## config.mk

```make
export PLATFORM = sky130hd
export DESIGN_NAME = keypad_digit_entry
export DESIGN_NICKNAME = d
export VERILOG_FILES = /design/src/rtl/keypad_digit_entry.sv
export SDC_FILE = /design/constraint.sdc
export NUM_CORES = 1
export LEC_CHECK = 0
export BUFFER_PORTS_ARGS = -buffer_cell sky130_fd_sc_hd__clkbuf_2
export CAP_MARGIN = 20
export CELL_PAD_IN_SITES_DETAIL_PLACEMENT = 1
export CELL_PAD_IN_SITES_GLOBAL_PLACEMENT = 1
export CORE_AREA = 8 8 78 80
export CTS_CLUSTER_DIAMETER = 100
export DETAILED_ROUTE_END_ITERATION = 8
export DIE_AREA = 0 0 86 88
export PLACE_DENSITY = 0.79
export SYNTH_ARGS = -nofsm -noshare
export SYNTH_HDL_FRONTEND = slang
export SYNTH_SLANG_ARGS = --single-unit
```

## constraint.sdc

```tcl
create_clock -name clock -period 5.6 [get_ports clock]
set_input_delay 0.56 -clock clock [delete_from_list [all_inputs] [get_ports clock]]
set_output_delay 0.56 -clock clock [all_outputs]
set_load 0.03 [all_outputs]
```

## src/rtl/keypad_digit_entry.sv

```systemverilog
// Keypad front end for the cook-time timer: debounces digit/clear keys and strobes accepted digits.
// Optional macro KEYPAD_RANGE_CHECK_EN rejects a seconds-tens digit above 5.
module keypad_digit_entry #(
  parameter int unsigned DEBOUNCE_CYCLES = 4,
  parameter int unsigned CNT_W           = 8
) (
  input  logic        clock,
  input  logic        reset,
  input  logic [9:0]  keys,
  input  logic        key_clear,
  input  logic        lock,
  output logic [3:0]  digit,
  output logic        load,
  output logic        clear_out,
  output logic        err,
  output logic [1:0]  digit_count,
  output logic [11:0] shadow
);

  localparam int unsigned NUM_LINES  = 11;
  localparam int unsigned CODE_W     = 4;
  localparam int unsigned CLEAR_CODE = 10;

  typedef enum logic [1:0] {IDLE, DEBOUNCE, COMMIT, RELEASE} state_t;

  state_t              state_q, state_d;
  logic [CNT_W-1:0]    cnt_q, cnt_d;
  logic [CODE_W-1:0]   code_q, code_d;
  logic [NUM_LINES-1:0] lines;
  logic                single_key;
  logic                any_key;
  logic [CODE_W-1:0]   line_code;
  logic                range_bad;
  logic                reject;

  logic [3:0]  digit_d;
  logic        load_d, clear_d, err_d;
  logic [1:0]  count_d;
  logic [11:0] shadow_d;

  assign lines      = {key_clear, keys};
  assign single_key = $onehot(lines);
  assign any_key    = |lines;

  // Encoder is only meaningful when exactly one line is high.
  always_comb begin
    line_code = '0;
    for (int unsigned i = 0; i < NUM_LINES; i++) begin
      if (lines[i]) line_code = CODE_W'(i);
    end
  end

`ifdef KEYPAD_RANGE_CHECK_EN
  assign range_bad = (digit_count != 2'd0) && (shadow[3:0] > 4'd5);
`else
  assign range_bad = 1'b0;
`endif

  assign reject = lock || (digit_count == 2'd3) || range_bad;

  always_ff @(posedge clock) begin
    if (reset) begin
      state_q     <= IDLE;
      cnt_q       <= '0;
      code_q      <= '0;
      digit       <= '0;
      load        <= 1'b0;
      clear_out   <= 1'b0;
      err         <= 1'b0;
      digit_count <= '0;
      shadow      <= '0;
    end else begin
      state_q     <= state_d;
      cnt_q       <= cnt_d;
      code_q      <= code_d;
      digit       <= digit_d;
      load        <= load_d;
      clear_out   <= clear_d;
      err         <= err_d;
      digit_count <= count_d;
      shadow      <= shadow_d;
    end
  end

  always_comb begin
    state_d  = state_q;
    cnt_d    = cnt_q;
    code_d   = code_q;
    digit_d  = digit;
    load_d   = 1'b0;
    clear_d  = 1'b0;
    err_d    = 1'b0;
    count_d  = digit_count;
    shadow_d = shadow;

    case (state_q)
      IDLE: begin
        if (single_key) begin
          code_d  = line_code;
          cnt_d   = '0;
          state_d = DEBOUNCE;
        end
      end
      DEBOUNCE: begin
        if (single_key && (line_code == code_q)) begin
          if (cnt_q == CNT_W'(DEBOUNCE_CYCLES - 1)) state_d = COMMIT;
          else cnt_d = cnt_q + 1'b1;
        end else begin
          state_d = IDLE;
        end
      end
      COMMIT: begin
        state_d = RELEASE;
        cnt_d   = '0;
        // Clear is honoured regardless of lock.
        if (code_q == CODE_W'(CLEAR_CODE)) begin
          clear_d  = 1'b1;
          shadow_d = '0;
          count_d  = '0;
        end else if (reject) begin
          err_d = 1'b1;
        end else begin
          load_d   = 1'b1;
          digit_d  = code_q;
          shadow_d = {shadow[7:0], code_q};
          count_d  = digit_count + 2'd1;
        end
      end
      RELEASE: begin
        if (any_key) cnt_d = '0;
        else if (cnt_q == CNT_W'(DEBOUNCE_CYCLES - 1)) state_d = IDLE;
        else cnt_d = cnt_q + 1'b1;
      end
      default: state_d = IDLE;
    endcase
  end

endmodule

```

; After elaboration in Yosys (flattened, before gate mapping)
; Cells that the tools add are included.
[op_classes]
addsub = 12
mux = 28
n_reduce_logical = 11
n_bitwise = 3
n_eq_ne = 14
[ops]
columns = operator, n
row1 = 4-bit 2-to-1 mux, 8
row2 = 8-bit 2-to-1 mux, 4
row3 = 8-bit one-hot mux with 4 select lines, 1
row4 = 12-bit 2-to-1 mux, 2
row5 = 2-bit 2-to-1 mux, 8
row6 = 11-bit OR reduction, 1
row7 = 1-bit by 1-bit adder with 2-bit output, 5
row8 = 8-bit by 1-bit adder with 8-bit output (second input constant), 1
row9 = 8-bit by 2-bit equality test with 1-bit output (second input constant), 1
row10 = 2-bit inequality test (second input constant), 4
row11 = 2-bit one-hot mux with 4 select lines, 1
row12 = 2-bit by 2-bit adder with 3-bit output, 2
row13 = 2-bit equality test (second input constant), 3
row14 = 2-bit AND reduction, 3
row15 = 3-bit by 3-bit adder with 4-bit output, 1
row16 = 4-bit by 3-bit adder with 4-bit output, 1
row17 = 4-bit by 1-bit equality test with 1-bit output (second input constant), 1
row18 = 4-bit equality test, 1
row19 = 4-bit equality test (second input constant), 1
row20 = 1-bit 2-to-1 mux, 4
row21 = 4-bit AND reduction, 1
row22 = 2-bit by 1-bit adder with 3-bit output, 1
row23 = 3-bit inequality test (second input constant), 1
row24 = 1-bit NOT, 3
row25 = 9 further kinds, 9
[totals]
out_inout_bits = 21
ff_bits = 35
inputBits = 14

; Longest topological paths before layout
[depth]
ltp_word = 14
mapped_depth = 14
depth_no_buf = 13

; Least setup slack after synthesis
; OpenSTA, ideal clock, no wires.
[synth_timing]
path_kind = in2reg
from = in keys[0]
to = reg cnt_q[2]
t_arrival_ns = 4.731
slack_ns = 0.798
path_stages = 13
path_buffers = 0
setup_time_ns = 0.071
cell_sequence = fa_1 fa_1 inv_1 fa_1 fa_1 fa_1 nor3_2 a22oi_1 or4_1 nor4_2 a21oi_2 or4_1 a21oi_1
[synth_via]
elab_chain_len = 8
[synth_lines]
columns = element, line_no
row1 = start: declaration, 9  ; input logic [9:0] keys,
row2 = 1-bit by 1-bit adder with 2-bit output (implied by the code), 42  ; assign single_key = $onehot(lines);
row3 = 2-bit by 2-bit adder with 3-bit output (implied by the code), 42
row4 = 3-bit by 3-bit adder with 4-bit output (implied by the code), 42
row5 = 4-bit by 3-bit adder with 4-bit output (implied by the code), 42
row6 = 4-bit by 1-bit equality test with 1-bit output, 42
row7 = 1-bit logical AND, 105  ; if (single_key && (line_code == code_q)) begin
row8 = 2-bit inequality test (no source line), n/a
row9 = 2-bit AND reduction (no source line), n/a
row10 = end signal: assignment, 74  ; cnt_q <= cnt_d;
row11 = end: declaration, 27  ; logic [CNT_W-1:0] cnt_q, cnt_d;
; Parallel ways exist; a longest one is shown, timed or not.
; A chain may end at the register's enable or synchronous reset.

; Final worst setup path
[layout_timing]
from = in keys[5]
to = reg cnt_q[2]
[layout_via]
elab_chain_len = 10
[layout_lines]
columns = element
row1 = "parallel branches: the longest is 10 deep, another holds 3-bit by 3-bit adder with 4-bit output"
; Parallel ways; which one is timed is not known.

==> impl_results.md <==
- CTS tree: built
- Hold crit path type: register to register
- Arr. time, crit path: 5.22 ns
- Layout cells sized above 1: 17.5%
- Sequential Power Share: 42.0%
- Resized Gates After CTS: 0
- Post-layout min period: 5.01 ns
- Gr ovfl total: 0
- Dominant cell type by area after synthesis: dfxtp_1
- Clk root buf: clkbuf_8
- TritonCTS buffer count: 5
- Final Cycle Share: 89.5%
- Internal: 459 uW
- Post-synth EDFFs: 0
- Top-area cell type share of the netlist area: 36.2%
- Flops & latches, synth: 35
- Num rows: 26
- Initial antenna violation count: 0
- Finished Core Util: 46.1%
- Critical Path Sink Type: register
- Post-route DRC: 0
- Wl on met1: 2.23 mm
- DRT iter0 DRCs: about 120
- Routed WL: 4.82 mm
- Clock skew: 0.00567 ns
- Syn avg cell area: 8.17 um2
- Clk pwr share: 33.7%
- CTS max path bufs: 2
- Sw power: 208 uW
- Number of global-route vias before repair: 1833
- Max Freq: 200 MHz
- WP data required: 5.81 ns
- Cell Pwr Density: 295 mW/mm2
- Switch share: 31.2%
- Top cells by area, synth: dfxtp_1 36%, fa_1 7.2%, nor2_1 5.6%, a21oi_1 4.7%, nand2_1 4.3%
- Reg clk slew, reported paths: 0.07 ns
- GPL Wtd Cong: 0.784
- Clk sinks: 35
- Final setup violation count: 0
- Via count: 1809
- Hold_ws: 0.468 ns
- Largest net degree at the start of global routing: 37
- Htree depth: 2
- Die area: between 0.007 and 0.008 mm2
- Routed wl met2: between 2 and 2.5 mm
- Area Overhead vs Synth: 16.9%
- Synthesized area: 0.00194 mm2
- Post-DR wirelength/cell: 14.2 um
- Final setup TNS: 0 ns
- R2R cell count: 7
- CP Capture Point: cnt_q[2]
- CORE AREA: 0.00491 mm2
- Max IR drop VDD: a little over 100 uV
- Synth Flop Type: dfxtp_1
- DP HPWL: 3.66 mm
- Die width: 86 um
- Yosys cell types: 47
- DR WL met3: between 200 and 250 um
- DR top layer: met4
- Critical path fanouts, max: 19
- Fin cells: between 300 and 400
- Post-Synthesis Cells: ~240
- Max Cap Viol: 0
- Flop2flop setup slack: 2.97 ns
- Port-buffer cells: 34
- Critical path class: input port to register
- Vias per std cell: 5.34
- Async SR Flop Fraction: 0%
- Gate power share: 24.2%
- RSZ-0062 raised after global routing: no
- Leakage power: around 0.88 nW
- Initial core utilization: 39.4%
- Antenna Nets Post-Route: 0
- Crit start category: input port
- Postcts setup bufs: 0
- I/O pin count: 35
- First-pass GRT wire length: 8.41 mm
- RR Endpoint: cnt_q[2]
- Die Span Y: 88 um
- Worst Tran Pin Value: ~0.73 ns
- Slew headroom: 51.1%
- TritonRoute pass-1 iters: 4
- Warning count from the yosys run: 0
- Total track usage: between 10% and 20%
- Nets: between 200 and 300
- Run status: completed
- Number of inserted diodes: 0
- Syn nets: 262
- Hold-fix buffers, CTS: 0
- Placed Cells incl. Taps: 331
- Worst-skew pair later-pin latency: between 0.2 and 0.3 ns
- CP Launch Point: keys[5]
- R2r startpoint: code_q[0]
- Max-slew violations: 0
- Hold Fails Final Rpt: 0
- Post-synthesis sequential area ratio: 36.2%
per-layer routing:
layer / vias up / track usage (%)
met2: 38 / 22.9
met5: - / 0
met3: 4 / 3.75
met1: 860 / 15.9
met4: 0 / 5.25
li1: 907 / -
synthesized netlist by cell type, drive strengths merged, types with 2 or more instances:
master / n
nand4: 3
nand3: 3
o31ai: 4
nand2b: 6
o21ai: 11
inv: 19
nor2: 29
nand2: 22
nor4: 8
a21oi: 19
nor3: 8
buf: 5
a311oi: 2
fa: 7
clkbuf: 6
nor2b: 2
mux2i: 3
ha: 4
a22oi: 10
dfxtp: 35
or3: 6
and2: 2
or4: 3
a211oi: 2
critical path, cell delays in order:
cell	delay (ns)
clkbuf_2	0.15
fa_1	0.51
fa_1	0.49
inv_1	0.05
fa_1	0.45
fa_1	0.41
fa_1	0.41
nor3_2	0.18
a22oi_1	0.12
or4_1	0.55
nor4_2	0.35
a21oi_2	0.27
or4_1	0.57
a21oi_1	0.14
sequential cells by signal, summed over array words and instances, names as in the netlist, named ones only:
signal	count
load	1
err	1
cnt_q	8
state_q	1
code_q	4
clear_out	1
shadow	12
digit_count	2
digit	4
logic make-up (layout without fill, tap and decap cells):
family / count (synthesis) / in the layout / synth area share [%]
fa+ha+maj: 11 / 11 / 9.83
simple gates: 99 / 99 / 26.1
flops: 35 / 35 / 36.2
mux: 3 / 3 / 1.55
compound gates: 59 / 59 / 20.0
buf+inv: 30 / 62 / 6.33
cell usage in the layout, fill, tap and decap left out, drive strengths merged, types with 3 or more instances in the layout:
cell type	Yosys	final
dfxtp	35	35
nand2b	6	6
o21ai	11	11
nand2	22	22
nor4	8	8
ha	4	4
inv	19	19
nor2	29	29
mux2i	3	3
or4	3	3
nand4	3	3
nor3	8	8
fa	7	7
a21oi	19	19
nand3	3	3
clkbuf	6	39
o31ai	4	4
or3	6	6
a22oi	10	10
power groups by stage:
stage	Combinational [mW]	Clock [mW]	Sequential [mW]
after floorplan	0.130	0	0.276
after global placement	0.158	0	0.286
after detailed placement	0.162	0	0.286
after CTS	0.164	0.231	0.281
after global routing	0.186	0.244	0.284
final	0.162	0.225	0.281
worst min-delay path by stage:
stage	from	to	slack, ns	depth (start not counted)
after floorplan	cnt_q[7]	cnt_q[7]	0.45	2
after global placement	digit[3]	digit[3]	0.45	2
after detailed placement	digit[0]	digit[0]	0.45	2
after CTS	digit[0]	digit[0]	0.47	2
after global routing	digit[2]	digit[2]	0.49	2
final	digit[2]	digit[2]	0.47	2
layout make-up:
class                      count  area, um2
sequential                    35        701
timing repair buffer          35        178
clock inverter                 3       43.8
clock buffer                   5       68.8
multi-input combinational    172       1110
inverter                      19       71.3
tap                           70       87.6
fill                         641       2650
metrics by stage:
step	cell area, um2	worst slack (ns)	power [mW]
finish	2260	0.589	0.667
floorplan	1940	0.798	0.407
detailed placement	2150	0.297	0.449
global route	2260	0.374	0.714
CTS	2260	0.585	0.675
global placement	2150	0.457	0.444
(Power assumes the default switching activity.)
